File: config.mk
export PLATFORM = sky130hd
export DESIGN_NAME = mc_seq_ctrl
export DESIGN_NICKNAME = d
export VERILOG_FILES = /design/src/rtl/mc_seq_ctrl.sv
export SDC_FILE = /design/constraint.sdc
export NUM_CORES = 1
export LEC_CHECK = 0
export BUFFER_PORTS_ARGS = -buffer_cell sky130_fd_sc_hd__buf_2
export CAP_MARGIN = 10
export CORE_ASPECT_RATIO = 0.9
export CORE_MARGIN = 1.5
export CORE_UTILIZATION = 35
export CTS_BUF_LIST = sky130_fd_sc_hd__clkbuf_8
export DETAILED_ROUTE_END_ITERATION = 8
export HOLD_SLACK_MARGIN = 0.05
export PLACE_DENSITY = 0.6
export SLEW_MARGIN = 40
export SYNTH_ARGS = -nofsm -noshare
export SYNTH_HDL_FRONTEND = slang
export SYNTH_SLANG_ARGS = --single-unit
File: constraint.sdc
create_clock -name clk -period 4.72 [get_ports clk]
set_clock_uncertainty 0.2 [all_clocks]
set_input_delay 1.416 -clock clk [delete_from_list [all_inputs] [get_ports clk]]
set_output_delay 1.416 -clock clk [all_outputs]
set_load 0.1 [all_outputs]
File: src/rtl/mc_seq_ctrl.sv
// mc_seq_ctrl: multi-cycle FETCH/DECODE/EXEC/WB sequencer for a MIPS-style datapath.
// Owns the instruction register fields, the variable-latency imem handshake,
// PC / register-file write gating, the 2-bit ALU function and a retire counter.
// Ports:
//   clk, rst         rising-edge clock, synchronous active-high reset
//   start            leave IDLE (sampled only in IDLE)
//   imem_ack, instr  instruction memory handshake and data
//   imem_req         fetch request (high while in FETCH)
//   ir_load          pulse in the cycle instr is captured (follows imem_ack)
//   pc_en, rf_we     one-cycle strobes in WB
//   alu_func         00 add, 01 sub, 10 and, 11 or; valid DECODE..WB
//   rs/rt/rd_addr    instruction register fields
//   busy/halted/err  state indicators; illegal is sticky
//   instr_count      saturating retired-instruction count
module mc_seq_ctrl #(
  parameter int unsigned CNT_W     = 16,
  parameter int unsigned TIMEOUT   = 15,
  parameter logic [31:0] HALT_WORD = 32'hFFFF_FFFF
) (
  input  logic             clk,
  input  logic             rst,
  input  logic             start,
  input  logic             imem_ack,
  input  logic [31:0]      instr,
  output logic             imem_req,
  output logic             ir_load,
  output logic             pc_en,
  output logic             rf_we,
  output logic [1:0]       alu_func,
  output logic [4:0]       rs_addr,
  output logic [4:0]       rt_addr,
  output logic [4:0]       rd_addr,
  output logic             busy,
  output logic             halted,
  output logic             err,
  output logic             illegal,
  output logic [CNT_W-1:0] instr_count
);

  localparam int unsigned WAIT_W = 8;
  localparam logic [WAIT_W-1:0] WAIT_LAST = WAIT_W'(TIMEOUT - 1);

  typedef enum logic [2:0] {
    S_IDLE, S_FETCH, S_DECODE, S_EXEC, S_WB, S_HALT, S_ERROR
  } state_t;

  state_t            state;
  logic [WAIT_W-1:0] wait_cnt;
  logic [14:0]       ir_regs;   // IR[25:11]: the only IR bits consumed after capture
  logic              legal_q;
  logic              ill_q;

  logic [1:0]        dec_func;
  logic              dec_legal;
  logic              dec_illegal;

  // Classify the word on the memory bus so alu_func is already valid in DECODE.
  always_comb begin
    dec_func    = 2'b00;
    dec_legal   = 1'b0;
    dec_illegal = 1'b0;
    if (instr[31:26] == 6'd0) begin
      dec_legal = 1'b1;
      case (instr[5:0])
        6'h20:   dec_func = 2'b00;
        6'h22:   dec_func = 2'b01;
        6'h24:   dec_func = 2'b10;
        6'h25:   dec_func = 2'b11;
        default: begin
          dec_legal   = 1'b0;
          dec_illegal = 1'b1;
        end
      endcase
    end
  end

  // ir_load must coincide with the ack cycle, so it is decoded from the state flop.
  assign ir_load = (state == S_FETCH) && imem_ack;

  assign rs_addr = ir_regs[14:10];
  assign rt_addr = ir_regs[9:5];
  assign rd_addr = ir_regs[4:0];

  // Sequencer state and registered outputs.
  always_ff @(posedge clk) begin
    if (rst) begin
      state       <= S_IDLE;
      wait_cnt    <= '0;
      ir_regs     <= '0;
      legal_q     <= 1'b0;
      ill_q       <= 1'b0;
      imem_req    <= 1'b0;
      pc_en       <= 1'b0;
      rf_we       <= 1'b0;
      alu_func    <= 2'b00;
      busy        <= 1'b0;
      halted      <= 1'b0;
      err         <= 1'b0;
      illegal     <= 1'b0;
      instr_count <= '0;
    end else begin
      pc_en <= 1'b0;
      rf_we <= 1'b0;
      case (state)
        S_IDLE: begin
          if (start) begin
            state    <= S_FETCH;
            imem_req <= 1'b1;
            busy     <= 1'b1;
            wait_cnt <= '0;
          end
        end
        S_FETCH: begin
          if (imem_ack) begin
            ir_regs  <= instr[25:11];
            imem_req <= 1'b0;
            if (instr == HALT_WORD) begin
              state  <= S_HALT;
              busy   <= 1'b0;
              halted <= 1'b1;
            end else begin
              state    <= S_DECODE;
              alu_func <= dec_func;
              legal_q  <= dec_legal;
              ill_q    <= dec_illegal;
            end
          end else if (wait_cnt == WAIT_LAST) begin
            state    <= S_ERROR;
            imem_req <= 1'b0;
            busy     <= 1'b0;
            err      <= 1'b1;
          end else begin
            wait_cnt <= wait_cnt + WAIT_W'(1);
          end
        end
        S_DECODE: begin
          illegal <= illegal | ill_q;
          state   <= S_EXEC;
        end
        S_EXEC: begin
          state <= S_WB;
          pc_en <= 1'b1;
          rf_we <= legal_q && (ir_regs[4:0] != 5'd0);
        end
        S_WB: begin
          if (instr_count != {CNT_W{1'b1}}) begin
            instr_count <= instr_count + CNT_W'(1);
          end
          state    <= S_FETCH;
          imem_req <= 1'b1;
          wait_cnt <= '0;
          alu_func <= 2'b00;
        end
        default: begin
          // HALT and ERROR are terminal until reset.
          state <= state;
        end
      endcase
    end
  end

endmodule
==> results of run 1 <==
per-layer routing:
metal	routed length, um	up-vias	GRT usage, %
met4	30	0	3.651
met1	2877	1058	21.16
met5	0	-	0
met2	2680	47	26.32
li1	-	1195	-
met3	280	4	3.426
sequential cells by signal, indices dropped and copies added, names as in the netlist, 2 cells and up:
register     cells
alu_func         2
instr_count     16
ir_regs         15
state            3
wait_cnt         8
logic make-up after synthesis:
family	Yosys count	synth area share [%]
AO/OA/AOI/OAI	56	15.09
multiplexers	6	2.584
XOR/XNOR	12	4.341
adder cells (fa/ha/maj)	3	1.551
buffers and inverters	18	3.204
AND/OR/NAND/NOR	145	29.41
flip-flops	53	43.82
worst max path at each step:
| stage | depth (start not counted) | from | slack, ps | end |
|---|---|---|---|---|
| 3_3_place_gp | 4 | imem_ack | 990 | ir_load |
| 3_5_place_dp | 4 | imem_ack | 980 | ir_load |
| 2_1_floorplan | 3 | imem_ack | 920 | ir_load |
| 4_1_cts | 4 | imem_ack | 980 | ir_load |
| 6_report | 4 | imem_ack | 980 | ir_load |
| 5_1_grt | 4 | imem_ack | 940 | ir_load |
final cells by class:
type,instances,area [um2],area share [%]
Multi-Input combinational cell,222,1282,42.78
Clock inverter,3,43.79,1.461
Inverter,9,33.78,1.127
Sequential cell,53,1061,35.39
Tap cell,90,112.6,3.756
Clock buffer,5,68.82,2.295
Timing Repair Buffer,78,395.4,13.19
cell usage in the layout (no fill, tap or decap), types with 5 or more instances in the layout:
master                     netlist  routed
sky130_fd_sc_hd__nor2_1         28      28
sky130_fd_sc_hd__clkbuf_8        0       5
sky130_fd_sc_hd__nand2_1        52      52
sky130_fd_sc_hd__dfxtp_1        53      53
sky130_fd_sc_hd__nand3_1        11      11
sky130_fd_sc_hd__inv_1           7       7
sky130_fd_sc_hd__xnor2_1         6       6
sky130_fd_sc_hd__nor4_1          7       7
sky130_fd_sc_hd__o21ai_0         9       9
sky130_fd_sc_hd__xor2_1          6       6
sky130_fd_sc_hd__a21oi_1        24      24
sky130_fd_sc_hd__buf_2           2      76
sky130_fd_sc_hd__or3_1           5       5
sky130_fd_sc_hd__nand4_1        14      14
worst min-delay path, cell delays in order (launching register included):
cell	delay, ps
sky130_fd_sc_hd__dfxtp_1	320
sky130_fd_sc_hd__nand2_1	50
sky130_fd_sc_hd__a21oi_1	50
through the flow:
step	hold slack (ps)	power [mW]	std cells	instance area (um2)
6_report	257.6	0.9668	460	2998
5_1_grt	284.2	1.014	460	2998
4_1_cts	259.8	0.9807	460	2998
3_5_place_dp	245.1	0.6644	452	2885
3_3_place_gp	240.4	0.6636	452	2885
2_1_floorplan	223.3	0.6221	293	2421
power by group through the flow:
stage               Combinational (mW)  Clock, mW  Sequential [mW]
floorplan                       0.0718          0            0.550
global placement                 0.179          0            0.485
detailed placement               0.180          0            0.485
CTS                              0.180      0.326            0.475
global route                     0.191      0.345            0.478
finish                           0.179      0.314            0.474
==> reports/qor.txt, run 1 <==
=================================================================================
Result of the run ..................................................    completed
Post-synth top cells ............................................... sky130_fd_sc_hd__dfxtp_1 (53), sky130_fd_sc_hd__nand2_1 (52), sky130_fd_sc_hd__nor2_1 (28)
Leak pwr ...........................................................     1.279 nW
Wire length after detailed routing .................................      5868 um
Cell depth of the worst min-delay path .............................            2
Die outline width ..................................................     90.67 um
Share of total power consumed by net switching .....................       31.18%
Fmax ...............................................................    267.2 MHz
Worst Reg-to-Reg Cells .............................................            5
Post-synthesis to final-layout area growth .........................       23.82%
Num rows ...........................................................           28
Net count of the mapped netlist ....................................          332
Largest net degree at the start of global routing ..................           45
Level count of the clock H-tree ....................................            2
Critical Path Sink Type ............................................   output pin
Synth Instances ....................................................          293
Slew Viols, Final ..................................................            0
Average footprint of a synthesized cell ............................    8.263 um2
DRC violation count after routing ..................................            0
Placement-stage worst setup slack ..................................     984.8 ps
Final Setup Violations .............................................            0
Routability congestion estimate ....................................       0.7955
Final cycle utilization of the critical path .......................       79.30%
Final-layout fill cell count .......................................          659
Internal reg-to-reg setup slack ....................................      2550 ps
Relative slew slack ................................................       47.76%
Worst-path cell chain .............................................. buf_2 -> nand2_1 -> clkinv_1 -> buf_2
Dominant register cell in the synthesized netlist .................. sky130_fd_sc_hd__dfxtp_1
Overall track demand over capacity in global routing ...............       15.85%
Class of the tightest hold or removal check ........................   reg -> reg
Synth warn .........................................................            0
Fraction of final layout cells sized beyond drive strength 1 .......       27.03%
Via count of the first global-routing pass .........................         2076
Proportion of power drawn by the clock network .....................        32.4%
Initial standard-cell utilization of the core ......................       36.56%
Total grt overflow .................................................            0
Slowest-stage cell, CP ............................................. sky130_fd_sc_hd__buf_2
Critical path startpoint category ..................................    input pin
Post-cts repair resize count .......................................            0
Post-route ant nets ................................................            0
Reg-to-Reg End ..................................................... instr_count[12]$_SDFFE_PP0P_
Cell types with the largest area share after synthesis ............. sky130_fd_sc_hd__dfxtp_1 (44%), sky130_fd_sc_hd__nand2_1 (8.1%), sky130_fd_sc_hd__a21oi_1 (5.0%), sky130_fd_sc_hd__nor2_1 (4.3%), sky130_fd_sc_hd__nand4_1 (3.6%)
Critical path's most frequent cell ................................. sky130_fd_sc_hd__buf_2
Part of the power in combinational logic ...........................        18.5%
Worst Path Max Fanout ..............................................            5
Number of buffers inserted during clock tree synthesis .............            5
Peak VDD IR ........................................................     147.1 uV
Startpoint of the tightest hold check path ......................... ir_regs[7]$_SDFFE_PP0N_
Vertical die dimension .............................................     81.90 um
Clock insertion delay at the later pin of the skew report ..........       300 ps
Worst path required time ...........................................      3100 ps
Portion of synthesized cell area occupied by the leading cell type .       43.82%
Final critical path time including I/O delays and setup ............      3743 ps
Launching point of the worst reg2reg path .......................... instr_count[2]$_SDFFE_PP0P_
Initial antenna violation count ....................................            0
Hold Path End ...................................................... ir_regs[7]$_SDFFE_PP0N_
Iteration count of the initial detailed-routing pass ...............            4
CP max stage delay .................................................       430 ps
Distinct cell type count after synthesis ...........................           49
Internal ...........................................................    0.6654 mW
Number of hold buffers added after CTS .............................            0
Cell at the root of the clock tree ................................. sky130_fd_sc_hd__clkbuf_8
DR WL/cell .........................................................     12.76 um
Net switching power figure .........................................    0.3014 mW
Number of enable-type register cells in the synthesized netlist ....            0
Top delay family on crit path ...................................... buffers and inverters
Area enclosed by the die boundary ..................................     7426 um2
I/O pins ...........................................................           77
Hold Violations, Final .............................................            0
Count of inserted antenna diode cells ..............................            0
Ratio of total power to cell area .................................. 322.5 nW/um2
IO buf count .......................................................           76
Post-detailed-placement half-perimeter wirelength ..................      4374 um
Number of nets in the finished design ..............................          408
Std-Cell Core Area .................................................     6621 um2
Accumulated negative setup slack ...................................         0 ps
Via density per instance ...........................................        5.009
Post-synthesis cell area ...........................................     2421 um2
Critical path arrival ..............................................      2130 ps
Async S/R FF share, synth ..........................................           0%
Cell type contributing the most total cell area after synthesis .... sky130_fd_sc_hd__dfxtp_1
Part of the total power dissipated in sequential elements ..........        49.1%
Number of synthesized register bits ................................           53
Number of clock sinks seen by CTS ..................................           53
Maxcap violations ..................................................            0
Buffer levels on the longest clock path ............................            2
Final standard cell utilization of the core ........................       45.28%
Clock transition at the registers of the reported paths ............       100 ps
Startpoint-to-endpoint class of the critical path ..................    in -> out
Transition time of the tightest slew-check pin .....................     783.6 ps
Wire length of the first global-routing pass .......................      9632 um
Post-CTS Setup Inserts .............................................            0
Iter 0 DRT Violations ..............................................           86
TritonCTS clock tree ...............................................          yes
RSZ-0062 raised after global routing ...............................        false
Sequential fraction of the synthesis area ..........................       43.82%
Final setup slack of the worst path ................................     976.9 ps
Most repeated cell in the gate-level netlist after synthesis ....... sky130_fd_sc_hd__dfxtp_1
Total number of vias ...............................................         2304
Crit path buffers/inverters ........................................            3
=================================================================================
Note: power is estimated with default switching activity, not from simulation.
==> run 2: changes to the inputs <==
--- a/config.mk
+++ b/config.mk
@@ -5,6 +5,7 @@
 export SDC_FILE = /design/constraint.sdc
 export NUM_CORES = 1
 export LEC_CHECK = 0
+export ABC_AREA = 1
 export BUFFER_PORTS_ARGS = -buffer_cell sky130_fd_sc_hd__buf_2
 export CAP_MARGIN = 10
 export CORE_ASPECT_RATIO = 0.9
==> constraint.sdc (replaced) <==
create_clock -name clk -period 3.55 [get_ports clk]
set_clock_uncertainty 0.2 [all_clocks]
set_input_delay 1.065 -clock clk [delete_from_list [all_inputs] [get_ports clk]]
set_output_delay 1.065 -clock clk [all_outputs]
set_load 0.1 [all_outputs]
==> reports/qor.txt, run 2 <==
=================================================================================
Result of the run ..................................................    completed   unchanged
DR WL/cell .........................................................     11.15 um   was 12.76 um
Portion of synthesized cell area occupied by the leading cell type .       39.50%   was 43.82%
Critical path launch point .........................................     imem_ack   unchanged
Number of enable-type register cells in the synthesized netlist ....            0   unchanged
Number of hold buffers added after CTS .............................            0   unchanged
Post-cts repair resize count .......................................            0   unchanged
Initial antenna violation count ....................................            0   unchanged
Critical path arrival ..............................................      1750 ps   was 2130 ps
Routability congestion estimate ....................................       0.8907   was 0.7955
Accumulated negative setup slack ...................................         0 ps   unchanged
Wire length after detailed routing .................................      6444 um   was 5868 um
DRC violation count after routing ..................................            0   unchanged
Internal reg-to-reg setup slack ....................................      1080 ps   was 2550 ps
Largest net degree at the start of global routing ..................           26   was 45
Count of inserted antenna diode cells ..............................            0   unchanged
Startpoint of the tightest hold check path ......................... illegal$_SDFFE_PP0P_   was ir_regs[7]$_SDFFE_PP0N_
IO buf count .......................................................           76   unchanged
Net count of the mapped netlist ....................................          446   was 332
Met3 track demand over resource in global routing ..................       3.014%   was 3.426%
Worst Hold Margin ..................................................     252.0 ps   was 257.6 ps
Class of the tightest hold or removal check ........................   reg -> reg   unchanged
Num rows ...........................................................           30   was 28
Cell types with the largest area share after synthesis ............. sky130_fd_sc_hd__dfxtp_1 (39%), sky130_fd_sc_hd__nand2_1 (14%), sky130_fd_sc_hd__nor2_1 (12%), sky130_fd_sc_hd__a21oi_1 (5.6%), sky130_fd_sc_hd__inv_1 (5.0%)   was sky130_fd_sc_hd__dfxtp_1 (44%), sky130_fd_sc_hd__nand2_1 (8.1%), sky130_fd_sc_hd__a21oi_1 (5.0%), sky130_fd_sc_hd__nor2_1 (4.3%), sky130_fd_sc_hd__nand4_1 (3.6%)
Area of all sequential standard cells ..............................     1061 um2   unchanged
Most common cell after layout, fill and taps aside ................. sky130_fd_sc_hd__nand2_1   was sky130_fd_sc_hd__buf_2
Cell total after placement .........................................          570   was 452
Async S/R FF share, synth ..........................................           0%   unchanged
Final critical path time including I/O delays and setup ............      3012 ps
Die outline width ..................................................     95.35 um   was 90.67 um
Post-route cell area ...............................................     3252 um2   was 2998 um2
Area taken by multi-input logic gates ..............................     1408 um2   was 1282 um2
Final-layout fill cell count .......................................          847   was 659
Clock transition at the registers of the reported paths ............        90 ps   was 100 ps
Initial standard-cell utilization of the core ......................       35.78%   was 36.56%
Worst Reg-to-Reg Cells .............................................            8   was 5
Average footprint of a synthesized cell ............................    6.600 um2   was 8.263 um2
Registers with the most flip-flops ................................. instr_count: 16 flops, ir_regs: 15 flops, wait_cnt: 8 flops   unchanged
Peak VDD IR ........................................................     361.3 uV   was 147.1 uV
Maxcap violations ..................................................            0   unchanged
Leak pwr ...........................................................     1.433 nW   was 1.279 nW
Synth Instances ....................................................          407   was 293
Most repeated cell in the gate-level netlist after synthesis ....... sky130_fd_sc_hd__nand2_1   was sky130_fd_sc_hd__dfxtp_1
Critical Path Sink Type ............................................   output pin   unchanged
Highest-count cells in the layout ignoring fill and taps ........... sky130_fd_sc_hd__nand2_1 (97), sky130_fd_sc_hd__nor2_1 (88), sky130_fd_sc_hd__buf_2 (75)   was sky130_fd_sc_hd__buf_2 (76), sky130_fd_sc_hd__dfxtp_1 (53), sky130_fd_sc_hd__nand2_1 (52)
Placement-stage worst setup slack ..................................     524.6 ps   was 984.8 ps
Number of clock sinks seen by CTS ..................................           53   unchanged
Clock insertion delay at the later pin of the skew report ..........       320 ps   was 300 ps
Sequential fraction of the synthesis area ..........................       39.50%   was 43.82%
GR Util met2 .......................................................       26.76%   was 26.32%
Number of nets in the finished design ..............................          520   was 408
Worst Path Max Fanout ..............................................           16   was 5
Hold Path End ...................................................... illegal$_SDFFE_PP0P_   was ir_regs[7]$_SDFFE_PP0N_
Dominant register cell in the synthesized netlist .................. sky130_fd_sc_hd__dfxtp_1   unchanged
Global route hottest layer .........................................         met2   unchanged
Post-detailed-placement half-perimeter wirelength ..................      4887 um   was 4374 um
Launching point of the worst reg2reg path .......................... instr_count[0]$_SDFFE_PP0P_   was instr_count[2]$_SDFFE_PP0P_
Iter 0 DRT Violations ..............................................           91   was 86
Via count of the first global-routing pass .........................         2407   was 2076
Hold Violations, Final .............................................            0   unchanged
Level count of the clock H-tree ....................................            2   unchanged
Total number of vias ...............................................         2676   was 2304
RSZ-0062 raised after global routing ...............................        false   unchanged
Std-Cell Core Area .................................................     7507 um2   was 6621 um2
Cell type contributing the most total cell area after synthesis .... sky130_fd_sc_hd__dfxtp_1   unchanged
Number of synthesized register bits ................................           53   unchanged
Number of buffers inserted during clock tree synthesis .............            5   unchanged
Wire length of the first global-routing pass .......................     10940 um   was 9632 um
Fraction of final layout cells sized beyond drive strength 1 .......       20.12%   was 27.03%
Relative slew slack ................................................       56.15%   was 47.76%
Sum of internal, switching and leakage power .......................     2.201 mW   was 0.9668 mW
GRT met1 Usage .....................................................       22.60%   was 21.16%
TritonCTS clock tree ...............................................          yes   unchanged
Vertical die dimension .............................................     86.11 um   was 81.90 um
Synth warn .........................................................            0   unchanged
Reg with most FFs ..................................................  instr_count   unchanged
Post-DP Area .......................................................     3151 um2   was 2885 um2
Final standard cell utilization of the core ........................       43.32%   was 45.28%
Final cycle utilization of the critical path .......................       84.84%
Transition time of the tightest slew-check pin .....................     656.1 ps   was 783.6 ps
Critical path startpoint category ..................................    input pin   unchanged
Slew Viols, Final ..................................................            0   unchanged
Total grt overflow .................................................            0   unchanged
Post-synth top cells ............................................... sky130_fd_sc_hd__nand2_1 (97), sky130_fd_sc_hd__nor2_1 (88), sky130_fd_sc_hd__dfxtp_1 (53)   was sky130_fd_sc_hd__dfxtp_1 (53), sky130_fd_sc_hd__nand2_1 (52), sky130_fd_sc_hd__nor2_1 (28)
Area enclosed by the die boundary ..................................     8210 um2   was 7426 um2
Post-synthesis to final-layout area growth .........................       21.05%   was 23.82%
Final setup slack of the worst path ................................     538.3 ps   was 976.9 ps
Overall track demand over capacity in global routing ...............       16.85%   was 15.85%
Reg-to-Reg End ..................................................... instr_count[14]$_SDFFE_PP0P_   was instr_count[12]$_SDFFE_PP0P_
Count of non-filler cells in the finished layout ...................          578   was 460
Iteration count of the initial detailed-routing pass ...............            4   unchanged
Post-synthesis cell area ...........................................     2686 um2   was 2421 um2
Distinct cell type count after synthesis ...........................           33   was 49
Ratio of total power to cell area .................................. 676.8 nW/um2   was 322.5 nW/um2
Fmax ...............................................................    332.0 MHz
I/O pins ...........................................................           77   unchanged
Buffer levels on the longest clock path ............................            2   unchanged
Final Setup Violations .............................................            0   unchanged
Post-CTS Setup Inserts .............................................            0   unchanged
Via density per instance ...........................................        4.630   was 5.009
Cell depth of the worst min-delay path .............................            2   unchanged
Post-route ant nets ................................................            0   unchanged
Startpoint-to-endpoint class of the critical path ..................    in -> out   unchanged
Number of flip-flops under the largest register name ...............           16   unchanged
Worst path required time ...........................................      2280 ps   was 3100 ps
Cell at the root of the clock tree ................................. sky130_fd_sc_hd__clkbuf_8   unchanged
=================================================================================
==> run 2: worst max-delay path by stage <==
stage                    to  slack [ps]  cells past startpoint
finish              ir_load         540                      4
global placement    ir_load         530                      4
CTS                 ir_load         520                      4
global route        ir_load         490                      4
detailed placement  ir_load         520                      4
floorplan           ir_load         610                      4
==> run 2: worst max-delay path, stage by stage <==
cell                       delay (ps)
sky130_fd_sc_hd__buf_2            120
sky130_fd_sc_hd__nand2_2           80
sky130_fd_sc_hd__clkinv_2         220
sky130_fd_sc_hd__buf_12           250
==> run 2: layout make-up <==
cell class	count	share of cell area, %
flip-flops and latches	53	32.63
inverters	40	4.656
clock inverters	1	0.1539
well taps	96	3.694
clock buffers	7	2.963
multi-input cells	303	43.29
repair buffers	78	12.62
==> run 2: routing by layer <==
metal / wire length (um) / share of wire, %
met4: 95 / 1.5
met2: 2942 / 46
met5: 0 / 0
met3: 271 / 4.2
met1: 3135 / 49
==> run 2: cell families (layout without fill, tap and decap cells) <==
kind of cell / Yosys count / after routing / synth area share, %
adders and majority gates: 3 / 3 / 1.397
xor gates and xnor gates: 11 / 11 / 3.586
and+or+nand+nor: 228 / 228 / 35.77
DFF: 53 / 53 / 39.50
AOI/OAI and AO/OA: 61 / 61 / 11.64
buffers and inverters: 51 / 126 / 8.104
==> run 2: where the power goes <==
| part | leakage [nW] | internal [mW] | switching (mW) |
|---|---|---|---|
| Combinational | 0.948 | 0.224 | 0.849 |
| Sequential | 0.431 | 0.687 | 0.0649 |
| Clock | 0.0542 | 0.177 | 0.199 |
| Total | 1.43 | 1.09 | 1.11 |
==> run 3: changes to the inputs <==
==> constraint.sdc (replaced) <==
create_clock -name clk -period 3.05 [get_ports clk]
set_clock_uncertainty 0.2 [all_clocks]
set_input_delay 0.915 -clock clk [delete_from_list [all_inputs] [get_ports clk]]
set_output_delay 0.915 -clock clk [all_outputs]
set_load 0.1 [all_outputs]
==> reports/qor.txt, run 3 (synthesis gave the netlist of run 2 again) <==
===========================================================================
Transition time of the tightest slew-check pin ...............     498.1 ps   was 656.1 ps
Final cycle utilization of the critical path .................       80.93%
Wire length of the first global-routing pass .................     10710 um   was 10940 um
Die outline width ............................................     95.35 um   unchanged
DRC violation count after routing ............................            0   unchanged
Area enclosed by the die boundary ............................     8210 um2   unchanged
Count of inserted antenna diode cells ........................            0   unchanged
Initial antenna violation count ..............................            0   unchanged
Metal3 WL ....................................................       308 um   was 271 um
Worst path required time .....................................      1930 ps   was 2280 ps
Iteration count of the initial detailed-routing pass .........            4   unchanged
Buffer levels on the longest clock path ......................            2   unchanged
Hold Violations, Final .......................................            0   unchanged
Final standard cell utilization of the core ..................       44.15%   was 43.32%
Fmax .........................................................    405.1 MHz
Highest-count cells in the layout ignoring fill and taps ..... sky130_fd_sc_hd__nand2_1 (97), sky130_fd_sc_hd__nor2_1 (88), sky130_fd_sc_hd__buf_2 (75)   unchanged
Iter 0 DRT Violations ........................................           72   was 91
Ratio of total power to cell area ............................ 814.6 nW/um2   was 676.8 nW/um2
Startpoint-to-endpoint class of the critical path ............    in -> out   unchanged
Share of total power consumed by net switching ...............       48.00%   was 50.59%
DR WL/cell ...................................................     10.88 um   was 11.15 um
Internal .....................................................     1.404 mW   was 1.088 mW
RSZ-0062 raised after global routing .........................        false   unchanged
Fraction of final layout cells sized beyond drive strength 1 .       20.78%   was 20.12%
Routed metal-1 wirelength ....................................      3052 um   was 3135 um
IO buf count .................................................           76   unchanged
Vertical die dimension .......................................     86.11 um   unchanged
Met2 routed WL ...............................................      2919 um   was 2942 um
Final Setup Violations .......................................            0   unchanged
Peak VDD IR ..................................................     460.7 uV   was 361.3 uV
Critical Path Sink Type ......................................   output pin   unchanged
Via count of the first global-routing pass ...................         2408   was 2407
Worst Hold Margin ............................................     251.7 ps   was 252.0 ps
Part of the power in combinational logic .....................        46.9%   was 48.7%
Slew Viols, Final ............................................            0   unchanged
Post-route ant nets ..........................................            0   unchanged
Net switching power figure ...................................     1.296 mW   was 1.113 mW
Worst Path Max Fanout ........................................            2   was 16
Accumulated negative setup slack .............................         0 ps   unchanged
Post-detailed-placement half-perimeter wirelength ............      4903 um   was 4887 um
Critical path startpoint category ............................    input pin   unchanged
Number of buffers inserted during clock tree synthesis .......            5   unchanged
Leak pwr .....................................................     1.466 nW   was 1.433 nW
Relative slew slack ..........................................       67.02%   was 56.15%
Highest signal layer in the routed design ....................         met4   unchanged
Number of clock sinks seen by CTS ............................           53   unchanged
Post-synthesis to final-layout area growth ...................       23.38%   was 21.05%
Clock transition at the registers of the reported paths ......        90 ps   about the same
Part of the total power dissipated in sequential elements ....        32.4%   was 34.2%
Cell at the root of the clock tree ........................... sky130_fd_sc_hd__clkbuf_8   unchanged
Total number of vias .........................................         2677   was 2676
Critical path arrival ........................................      1350 ps   was 1750 ps
Total grt overflow ...........................................            0   unchanged
Largest net degree at the start of global routing ............           23   was 26
Result of the run ............................................    completed   unchanged
TritonCTS clock tree .........................................          yes   unchanged
Routability congestion estimate ..............................       0.8958   was 0.8907
Number of hold buffers added after CTS .......................            0   unchanged
Via density per instance .....................................        4.600   was 4.630
Reg with most FFs ............................................  instr_count   unchanged
Class of the tightest hold or removal check ..................   reg -> reg   unchanged
Std-Cell Core Area ...........................................     7507 um2   unchanged
Overall track demand over capacity in global routing .........       16.32%   was 16.85%
Proportion of power drawn by the clock network ...............        20.7%   was 17.1%
Internal reg-to-reg setup slack ..............................       920 ps   was 1080 ps
Number of flip-flops under the largest register name .........           16   unchanged
Wire length after detailed routing ...........................      6332 um   was 6444 um
I/O pins .....................................................           77   unchanged
Final critical path time including I/O delays and setup ......      2468 ps
Number of nets in the finished design ........................          524   was 520
Post-CTS Setup Inserts .......................................            0   unchanged
Clock insertion delay at the later pin of the skew report ....       310 ps   was 320 ps
Maxcap violations ............................................            0   unchanged
Post-cts repair resize count .................................            0   unchanged
Registers with the most flip-flops ........................... instr_count: 16 flops, ir_regs: 15 flops, wait_cnt: 8 flops   unchanged
Num rows .....................................................           30   unchanged
Initial standard-cell utilization of the core ................       35.78%   unchanged
Most common cell after layout, fill and taps aside ........... sky130_fd_sc_hd__nand2_1   unchanged
Sum of internal, switching and leakage power .................     2.700 mW   was 2.201 mW
Level count of the clock H-tree ..............................            2   unchanged
===========================================================================
==> run 3: cell types whose count changed in the layout (fill, tap and decap cells not counted) <==
| cell | before | now |
|---|---|---|
| sky130_fd_sc_hd__bufinv_16 | 0 | 2 |
| sky130_fd_sc_hd__buf_4 | 2 | 6 |
| sky130_fd_sc_hd__clkbuf_8 | 7 | 5 |
==> run 3: path summary, 6_finish.rpt <==
check	cells after the start	from	end
max	4	imem_ack	ir_load
min	2	halted$_SDFFE_PP0P_	halted$_SDFFE_PP0P_
max reg2reg	9	instr_count[0]$_SDFFE_PP0P_	instr_count[11]$_SDFFE_PP0P_
min reg2reg	2	halted$_SDFFE_PP0P_	halted$_SDFFE_PP0P_
==> run 3: final cells by class <==
| cell class | instances | area (um2) |
|---|---|---|
| clock inverters | 3 | 65.06 |
| well taps | 96 | 120.1 |
| fillers | 823 | 4193 |
| clock buffers | 5 | 68.82 |
| repair buffers | 82 | 440.4 |
| inverters | 40 | 151.4 |
| multi-input cells | 303 | 1408 |
| flip-flops and latches | 53 | 1061 |
==> run 3: stage by stage <==
step / setup slack [ps] / instances / instance area [um2]
floorplan: 413.5 / 407 / 2686
global placement: 573.7 / 574 / 3181
detailed placement: 572.8 / 574 / 3181
CTS: 572.4 / 582 / 3314
global route: 481.7 / 582 / 3314
finish: 581.6 / 582 / 3314
==> run 3: worst max-delay path, stage by stage <==
cell,delay (ps)
sky130_fd_sc_hd__buf_2,120
sky130_fd_sc_hd__nand2_2,80
sky130_fd_sc_hd__clkinv_2,70
sky130_fd_sc_hd__buf_12,160
==> run 3: power by group through the flow <==
stage / sequential (mW) / clock, mW / combinational (mW)
3_3_place_gp: 0.889 / 0 / 1.27
6_report: 0.876 / 0.558 / 1.27
2_1_floorplan: 1.42 / 0 / 0.535
5_1_grt: 0.892 / 0.605 / 1.38
3_5_place_dp: 0.892 / 0 / 1.27
4_1_cts: 0.877 / 0.576 / 1.28
==> run 3: per-layer routing <==
metal / global-route usage (%) / up-vias
li1: - / 1437
met1: 21.56 / 1180
met2: 26.76 / 55
met3: 3.191 / 5
met4: 4.749 / 0
met5: 0 / -
